<file path="src/rtl/rr_arb_lock.sv">
// Round-robin arbiter with per-grant frame lock, abort detection and hold watchdog.
// The grant is registered; priority rotates past each winner.
module rr_arb_lock #(
    parameter int RR_WIDTH    = 8,
    parameter int RR_WIDTH_L2 = $clog2(RR_WIDTH),
    parameter int HOLD_MAX    = 2048,
    parameter int CNT_W       = 12
) (
    input  logic                   clk,
    input  logic                   rst,
    input  logic [RR_WIDTH-1:0]    req,
    input  logic [RR_WIDTH-1:0]    done,
    output logic [RR_WIDTH-1:0]    gnt,
    output logic [RR_WIDTH_L2-1:0] gnt_bin,
    output logic                   gnt_vld,
    output logic                   abort,
    output logic                   tmo
);

    typedef enum logic {
        S_IDLE,
        S_LOCK
    } state_t;

    localparam logic [CNT_W-1:0] HOLD_SAT  = CNT_W'(HOLD_MAX);
    localparam logic [CNT_W-1:0] HOLD_LAST = (HOLD_MAX == 0) ? '0 : CNT_W'(HOLD_MAX - 1);
    localparam bit               WDOG_EN   = (HOLD_MAX != 0);

    state_t                 r_state, w_state_nxt;
    logic [RR_WIDTH-1:0]    r_gnt, w_gnt_nxt;
    logic [RR_WIDTH_L2-1:0] r_gnt_bin, w_gnt_bin_nxt;
    logic                   r_gnt_vld, w_gnt_vld_nxt;
    logic                   r_abort, w_abort_nxt;
    logic                   r_tmo, w_tmo_nxt;
    logic [RR_WIDTH_L2-1:0] r_ptr, w_ptr_nxt;
    logic [CNT_W-1:0]       r_hold, w_hold_nxt;

    logic [RR_WIDTH-1:0]    w_cand;
    logic [RR_WIDTH-1:0]    w_rot;
    logic                   w_any;
    logic [RR_WIDTH_L2-1:0] w_off;
    logic [RR_WIDTH_L2:0]   w_sum;
    logic [RR_WIDTH_L2-1:0] w_win;
    logic [RR_WIDTH_L2-1:0] w_win_inc;
    logic                   w_done_g;
    logic                   w_req_g;
    logic                   w_tmo_hit;
    logic                   w_release;
    logic                   w_load;

    // Rotating scan: rotate candidates so ptr lands at bit 0, take the first set bit,
    // then map the offset back to an absolute index modulo RR_WIDTH.
    always_comb begin
        w_cand = req & ~r_gnt;
        w_rot  = RR_WIDTH'({w_cand, w_cand} >> r_ptr);
        w_any  = 1'b0;
        w_off  = '0;
        for (int unsigned i = 0; i < RR_WIDTH; i++) begin
            if (!w_any && w_rot[RR_WIDTH_L2'(i)]) begin
                w_any = 1'b1;
                w_off = RR_WIDTH_L2'(i);
            end
        end
        w_sum     = {1'b0, r_ptr} + {1'b0, w_off};
        w_win     = (w_sum >= (RR_WIDTH_L2+1)'(RR_WIDTH))
                    ? RR_WIDTH_L2'(w_sum - (RR_WIDTH_L2+1)'(RR_WIDTH))
                    : RR_WIDTH_L2'(w_sum);
        w_win_inc = (w_win == RR_WIDTH_L2'(RR_WIDTH - 1)) ? '0 : w_win + RR_WIDTH_L2'(1);
    end

    assign w_done_g  = |(done & r_gnt);
    assign w_req_g   = |(req & r_gnt);
    assign w_tmo_hit = WDOG_EN && (r_hold == HOLD_LAST);

    always_comb begin
        w_state_nxt   = r_state;
        w_gnt_nxt     = r_gnt;
        w_gnt_bin_nxt = r_gnt_bin;
        w_gnt_vld_nxt = r_gnt_vld;
        w_abort_nxt   = 1'b0;
        w_tmo_nxt     = 1'b0;
        w_ptr_nxt     = r_ptr;
        w_hold_nxt    = r_hold;
        w_release     = 1'b0;
        w_load        = 1'b0;

        case (r_state)
            S_IDLE: begin
                w_load = w_any;
            end
            S_LOCK: begin
                if (r_hold < HOLD_SAT) begin
                    w_hold_nxt = r_hold + CNT_W'(1);
                end
                if (w_done_g) begin
                    w_release = 1'b1;
                end else if (!w_req_g) begin
                    w_release   = 1'b1;
                    w_abort_nxt = 1'b1;
                end else if (w_tmo_hit) begin
                    w_release = 1'b1;
                    w_tmo_nxt = 1'b1;
                end
                if (w_release) begin
                    if (w_any) begin
                        w_load = 1'b1;
                    end else begin
                        w_gnt_nxt     = '0;
                        w_gnt_vld_nxt = 1'b0;
                        w_state_nxt   = S_IDLE;
                    end
                end
            end
            default: begin
                w_state_nxt = S_IDLE;
            end
        endcase

        if (w_load) begin
            w_gnt_nxt     = RR_WIDTH'(1) << w_win;
            w_gnt_bin_nxt = w_win;
            w_gnt_vld_nxt = 1'b1;
            w_ptr_nxt     = w_win_inc;
            w_hold_nxt    = '0;
            w_state_nxt   = S_LOCK;
        end
    end

    always_ff @(posedge clk) begin
        if (rst) begin
            r_state   <= S_IDLE;
            r_gnt     <= '0;
            r_gnt_bin <= '0;
            r_gnt_vld <= 1'b0;
            r_abort   <= 1'b0;
            r_tmo     <= 1'b0;
            r_ptr     <= '0;
            r_hold    <= '0;
        end else begin
            r_state   <= w_state_nxt;
            r_gnt     <= w_gnt_nxt;
            r_gnt_bin <= w_gnt_bin_nxt;
            r_gnt_vld <= w_gnt_vld_nxt;
            r_abort   <= w_abort_nxt;
            r_tmo     <= w_tmo_nxt;
            r_ptr     <= w_ptr_nxt;
            r_hold    <= w_hold_nxt;
        end
    end

    assign gnt     = r_gnt;
    assign gnt_bin = r_gnt_bin;
    assign gnt_vld = r_gnt_vld;
    assign abort   = r_abort;
    assign tmo     = r_tmo;

endmodule

</file>
<file path="config.mk">
export PLATFORM = sky130hd
export DESIGN_NAME = rr_arb_lock
export DESIGN_NICKNAME = d
export VERILOG_FILES = /design/src/rtl/rr_arb_lock.sv
export SDC_FILE = /design/constraint.sdc
export NUM_CORES = 1
export LEC_CHECK = 0
export ABC_AREA = 1
export ABC_CLOCK_PERIOD_IN_PS = 3600
export BUFFER_PORTS_ARGS = -buffer_cell sky130_fd_sc_hd__buf_4
export CAP_MARGIN = 20
export CORE_ASPECT_RATIO = 0.8
export CORE_UTILIZATION = 55
export DETAILED_ROUTE_END_ITERATION = 16
export GPL_TIMING_DRIVEN = 0
export PLACE_DENSITY_LB_ADDON = 0.2
export SLEW_MARGIN = 40
export SYNTH_ARGS = -nofsm -noshare
export SYNTH_HDL_FRONTEND = slang
export SYNTH_SLANG_ARGS = --single-unit
</file>
<file path="constraint.sdc">
create_clock -name clk -period 3.6 [get_ports clk]
set_input_delay 0.36 -clock clk [delete_from_list [all_inputs] [get_ports clk]]
set_output_delay 0.36 -clock clk [all_outputs]
set_load 0.005 [all_outputs]
</file>
# ---- After elaboration in Yosys (flattened, before gate mapping)
# Index checks and enable logic that the tools add are counted.
dict set report totals {
  reg_bits 30
  inputBits 18
  out_inout_bits 14
  elab_cells 84
}
dict set report classes {
  addsub 4
  order_cmp 2
  eq_ne 3
  shift 2
  muxes 36
  n_bitwise 6
  n_reduce_logical 23
}
# op count
set op_table {}
lappend op_table {{8-bit 2-to-1 mux} 4}
lappend op_table {{8-bit bitwise AND} 3}
lappend op_table {{3-bit 2-to-1 mux} 8}
lappend op_table {{1-bit 2-to-1 mux} 23}
lappend op_table {{8-bit OR reduction} 2}
lappend op_table {{16-bit by 3-bit >> shifter with 8-bit output} 1}
lappend op_table {{12-bit by 1-bit adder with 12-bit output, second input constant} 1}
lappend op_table {{12-bit by 11-bit == test with 1-bit output, second input constant} 1}
lappend op_table {{12-bit < comparator, second input constant} 1}
lappend op_table {{11-bit OR reduction} 1}
lappend op_table {{10-bit OR reduction} 1}
lappend op_table {{8-bit NOT} 1}
lappend op_table {{1-bit by 3-bit << shifter with 8-bit output, first input constant} 1}
lappend op_table {{1-bit logical AND} 7}
lappend op_table {{1-bit zero test} 7}
lappend op_table {{3-bit by 3-bit adder with 4-bit output} 1}
lappend op_table {{4-bit >= comparator, second input constant} 1}
lappend op_table {{2-bit nonzero test} 2}
lappend op_table {{3-bit by 1-bit adder with 3-bit output, second input constant} 1}
lappend op_table {{3-bit == test, second input constant} 1}
lappend op_table {{3-bit AND reduction} 1}
lappend op_table {{3-bit by 1-bit subtractor with 3-bit output, second input constant} 1}
lappend op_table {{2-bit by 1-bit != test with 1-bit output, second input constant} 1}
lappend op_table {{1-bit NOT} 2}
lappend op_table {{other kinds (3)} 3}

# ---- Depth between registers and ports, before layout
dict set report depth {
  ltp_word 30
  ltp_mapped 22
}

# ---- Least setup slack after synthesis
# No wires, ideal clock.
dict set report synth_path {
  path_kind {reg-to-reg}
  start {reg r_ptr[0]}
  end {reg r_ptr[1]}
  arrival_ns 2.824
  required_ns 3.526
  slack_ns 0.701
  stages_incl_launch_ff 23
  path_buffers 1
  period_less_slack_ns 2.899
  cell_sequence {dfxtp_1 buf_4 inv_6 nand3_2 nand3_1 nand3_1 nand2_1 nor2_1 nand2_1 nor2_1 nand4_1 o221ai_1 ha_1 inv_1 fa_1 xor2_1 inv_1 nand3_2 nand2_2 ha_1 nor3_1 nand2_1 o21ai_0}
}
dict set report synth_between {
  elab_chain_len 28
  elab_cells_between_ends 40
}
# item line_no
set synth_rtl {}
lappend synth_rtl {{start, declared} 35} ;# logic [RR_WIDTH_L2-1:0] r_ptr, w_ptr_nxt;
lappend synth_rtl {{start signal, assigned} 146} ;# r_ptr <= w_ptr_nxt;
lappend synth_rtl {{16-bit by 3-bit >> shifter with 8-bit output} 55} ;# w_rot = RR_WIDTH'({w_cand, w_cand} >> r_ptr);
lappend synth_rtl {{1-bit 2-to-1 mux} 59} ;# if (!w_any && w_rot[RR_WIDTH_L2'(i)]) begin
lappend synth_rtl {{1-bit zero test} 59}
lappend synth_rtl {{1-bit logical AND} 59}
lappend synth_rtl {{1-bit 2-to-1 mux} 59}
lappend synth_rtl {{1-bit zero test} 59}
lappend synth_rtl {{1-bit logical AND} 59}
lappend synth_rtl {{1-bit 2-to-1 mux} 59}
lappend synth_rtl {{[13 not listed]} -}
lappend synth_rtl {{1-bit logical AND} 59}
lappend synth_rtl {{3-bit 2-to-1 mux} 59}
lappend synth_rtl {{3-bit by 3-bit adder with 4-bit output *} 64} ;# w_sum = {1'b0, r_ptr} + {1'b0, w_off};
lappend synth_rtl {{named net w_sum[2]} 42} ;# logic [RR_WIDTH_L2:0] w_sum;
lappend synth_rtl {{4-bit >= comparator or 3-bit by 1-bit subtractor with 3-bit output (tied branches)} {65, 66}}
lappend synth_rtl {{3-bit 2-to-1 mux *} 66} ;# ? RR_WIDTH_L2'(w_sum - (RR_WIDTH_L2+1)'(RR_WIDTH))
lappend synth_rtl {{3-bit by 1-bit adder with 3-bit output or 3-bit == test (tied branches)} 68} ;# w_win_inc = (w_win == RR_WIDTH_L2'(RR_WIDTH - 1)) ? '0 : w_win + RR_WIDTH_L2'(1);
lappend synth_rtl {{3-bit 2-to-1 mux *} 68}
# The timed path passes the listed nets; every way through them passes the cells marked *.
# A chain may end at the register's enable or synchronous reset.

# ---- Final worst setup path
dict set report layout_path {
  start {reg r_ptr[0]}
  end {reg r_gnt[3], in the netlist gnt[3]}
}
dict set report layout_between {
  elab_chain_len 28
  elab_cells_between_ends 43
}
# item line_no
set layout_rtl {}
lappend layout_rtl {{16-bit by 3-bit >> shifter with 8-bit output} 55}
lappend layout_rtl {{1-bit 2-to-1 mux} 59}
lappend layout_rtl {{1-bit zero test} 59}
lappend layout_rtl {{1-bit logical AND} 59}
lappend layout_rtl {{1-bit 2-to-1 mux} 59}
lappend layout_rtl {{1-bit zero test} 59}
lappend layout_rtl {{1-bit logical AND} 59}
lappend layout_rtl {{1-bit 2-to-1 mux} 59}
lappend layout_rtl {{[13 not listed]} -}
lappend layout_rtl {{1-bit logical AND} 59}
lappend layout_rtl {{3-bit 2-to-1 mux} 59}
lappend layout_rtl {{3-bit by 3-bit adder with 4-bit output *} 64}
lappend layout_rtl {{named net w_sum[2]} 42}
lappend layout_rtl {{4-bit >= comparator or 3-bit by 1-bit subtractor with 3-bit output (tied branches)} {65, 66}}
lappend layout_rtl {{3-bit 2-to-1 mux *} 66}
lappend layout_rtl {{1-bit by 3-bit << shifter with 8-bit output *} 120} ;# w_gnt_nxt = RR_WIDTH'(1) << w_win;
lappend layout_rtl {{8-bit 2-to-1 mux *} 119} ;# if (w_load) begin
lappend layout_rtl {{end signal, assigned} 141} ;# r_gnt <= w_gnt_nxt;
lappend layout_rtl {{end, declared} 30} ;# logic [RR_WIDTH-1:0] r_gnt, w_gnt_nxt;
# Marked as above.

==> results.yml <==
global_routing:
  grt_max_degree: 11
  grt_pass1_wl_um: 8493
  grt_pass1_vias: 1782
  grt_antenna_before_repair: 0
  overflow: 0
  track_usage: 0.2797
logic_synthesis:
  synth_area_sq_um: 1988
  syn_nets: 304
  netlist.area_leader.share: 0.3021
  synth_area_per_cell_sq_um: 7.126
  ys_seq_elements: 30
  ys_top_cells_by_area: "dfxtp_1 (30%), nand2_1 (11%), nand3_1 (10%)"
  ys.flop_type: "dfxtp_1"
  synth.most_common_cell: "nand2_1"
  yosys.area.top_type: "dfxtp_1"
  yosysWarnings: 0
  ys_seq_area_frac: 0.3021
  ys_types: 38
  async_reset_ff_frac: 0
  synth_edf_count: 0
  synthCells: 279
  yosys-top-cells-count: "nand2_1 (60), nand3_1 (41), dfxtp_1 (30)"
clock_tree:
  clock-sinks: 30
  cts_buffer_depth: 2
  cts_root_buf: "clkbuf_8"
  hold_buffers: 0
  path_clk_slew_ns: 0.07
  htreeDepth: 2
  tritoncts: "yes"
  cts_buffers: 5
  clk_latency_ns: 0.29
drt:
  dr.pass1.iters: 5
  drt_iter0_drc: 154
  wirelength_um: 5110
  drc: 0
  wl_per_cell_um: 14.16
  routed_via_density: 5.701
  via_count: 2058
  drtAntennaViolNets: 0
timing:
  fin_crit_sh: 0.9440
  setup_slack_ns: 0.2015
  hold_viol: 0
  period_needed_ns: 3.399
  setup_viol: 0
  max_freq_ghz: 0.2942
  slew_headroom: 0.6480
  worst_pin_slew_ns: 0.5281
  fin_skew_ns: 0.002734
  drv_slew: 0
floorplan:
  die_y_um: 55.78
  die_w_um: 69.22
  floorplan.initialDensity: 0.5768
  die-area_sq_um: 3861
  rows: 19
  core_sq_um: 3447
  ios: 32
placement:
  dp_hpwl_um: 3781
  place.gp.congestion: 0.9488
  place.port_buffers: 31
  dp_slack_ns: 0.2546
setup_path:
  slowest_delay_ns: 0.40
  arrival_ns: 3.55
  critPathRequiredTime_ns: 3.75
  worstPathCellList: "buf_6 > inv_6 > nand3_2 > nand3_1 > nand3_1 > nand2_1 > nor2_2 > nand2_1 > nor2_1 > nand4_1 > o221ai_2 > ha_1 > inv_1 > fa_1 > xor2_2 > inv_1 > nand3_4 > nand2_4 > inv_1 > ha_1 > nand2_1 > a21oi_1"
  worstSetupEndpointType: "flip-flop"
  crit_family: "simple AND/OR/NAND/NOR gates"
  startpoint_type: "flip-flop"
  cp_max_fo: 9
  worstSetupPathType: "flip-flop to flip-flop"
  cp_slowest_cell: "fa_1"
  cp_num_buf_inv: 5
outcome:
  outcome: "finished, final reports clean"
worst_hold_path:
  hold_class: "primary input to flip-flop"
run:
  cap_violations: 0
power_and_ir_drop:
  ir_drop_mv: 0.6126
  leakage_nw: 1.083
  power_density_nw_per_um2: 880.4
final_layout:
  nets: 343
  antenna_cells: 0
  fillers: 307
  syn2layout_area_growth_pct: 21.21
  post_route_cells_drive_above_1_share: 0.2508
  final_core_util: 0.6991
==> per-layer routing <==
layer	routed length [um]	global-route usage	up-vias
li1	-	-	1013
met1	2537	0.4107	952
met2	2077	0.3925	83
met3	412	0.08152	10
met4	82	0.08455	0
met5	0	0	-
==> worst paths after layout <==
check	start	to	slack, ns	cells past startpoint
hold / removal	rst	r_ptr[1]$_SDFFE_PP0P_	0.37	4
setup reg to reg	r_ptr[0]$_SDFFE_PP0P_	gnt[3]$_SDFFE_PP0P_	0.20	22
setup / recovery	r_ptr[0]$_SDFFE_PP0P_	gnt[3]$_SDFFE_PP0P_	0.20	22
hold reg to reg	gnt_vld$_SDFFE_PP0P_	gnt_vld$_SDFFE_PP0P_	0.48	2
==> repair_timing <==
action,CTS,global route
setup endpoints to repair,0,5
hold endpoints to repair,0,0
gates resized for setup,0,7
buffers inserted,0,1
==> sequential cells by signal, indices dropped and copies added, names as in the netlist <==
name and count:
r_hold 12, gnt 8, gnt_bin 3, r_ptr 3, abort 1, gnt_vld 1
r_state 1, tmo 1
==> worst reg2reg max path, cell delays in order, from the launching register on <==
cell	delay, ns
dfxtp_1	0.35
buf_6	0.16
inv_6	0.07
nand3_2	0.07
nand3_1	0.09
nand3_1	0.08
nand2_1	0.12
nor2_2	0.14
nand2_1	0.09
nor2_1	0.11
nand4_1	0.23
o221ai_2	0.13
ha_1	0.17
inv_1	0.04
fa_1	0.41
xor2_2	0.17
inv_1	0.12
nand3_4	0.13
nand2_4	0.12
inv_1	0.05
ha_1	0.18
nand2_1	0.11
a21oi_1	0.09
==> cell type report <==
class	count	area, sq um	share of cell area
multi-input combinational	209	1239	0.5140
sequential	30	600.6	0.2492
timing repair buffer	32	240.2	0.09969
inverter	34	136.4	0.05659
clock buffer	7	86.33	0.03583
tap	42	52.55	0.02181
buffer	6	50.05	0.02077
clock inverter	1	5.005	0.002077
==> cells by family after synthesis <==
kind of cell | after synthesis | synth area share
buffers and inverters | 40 | 0.09187
XOR/XNOR | 9 | 0.03964
AND/OR/NAND/NOR | 158 | 0.4040
AO/OA/AOI/OAI | 35 | 0.1145
adder cells (fa/ha/maj) | 7 | 0.04783
flip-flops | 30 | 0.3021
==> power breakdown <==
part	total [mW]	switching, mW	internal, mW
registers	0.462	0.0621	0.400
clock network	0.287	0.133	0.154
logic	1.37	0.837	0.535
==> cell usage in the layout (no fill, tap or decap), types with 4 or more instances in the layout <==
cell,Yosys,routed
nand2_1,60,60
nand3_1,41,41
buf_4,2,33
dfxtp_1,30,30
inv_1,29,29
nor2_1,18,17
a21oi_1,14,14
nand3_2,9,8
nor2_2,7,8
o21ai_0,7,7
a22o_1,7,7
nand4_1,6,6
ha_1,6,6
clkbuf_8,0,6
xor2_1,5,4
nor3b_1,4,4
xnor2_1,4,4
==> metrics by stage <==
step	cell area, sq um	hold WS, ns	instances	power (mW)	TNS, ns
6_report	2410	0.3735	361	2.122	0
5_1_grt	2410	0.3973	361	2.305	-0.005566
4_1_cts	2365	0.3651	360	2.010	0
3_5_place_dp	2273	0.4580	352	1.718	0
3_3_place_gp	2273	0.4589	352	1.698	0
2_1_floorplan	1988	0.4574	279	1.405	0
Power figures use the tool's default switching activity.
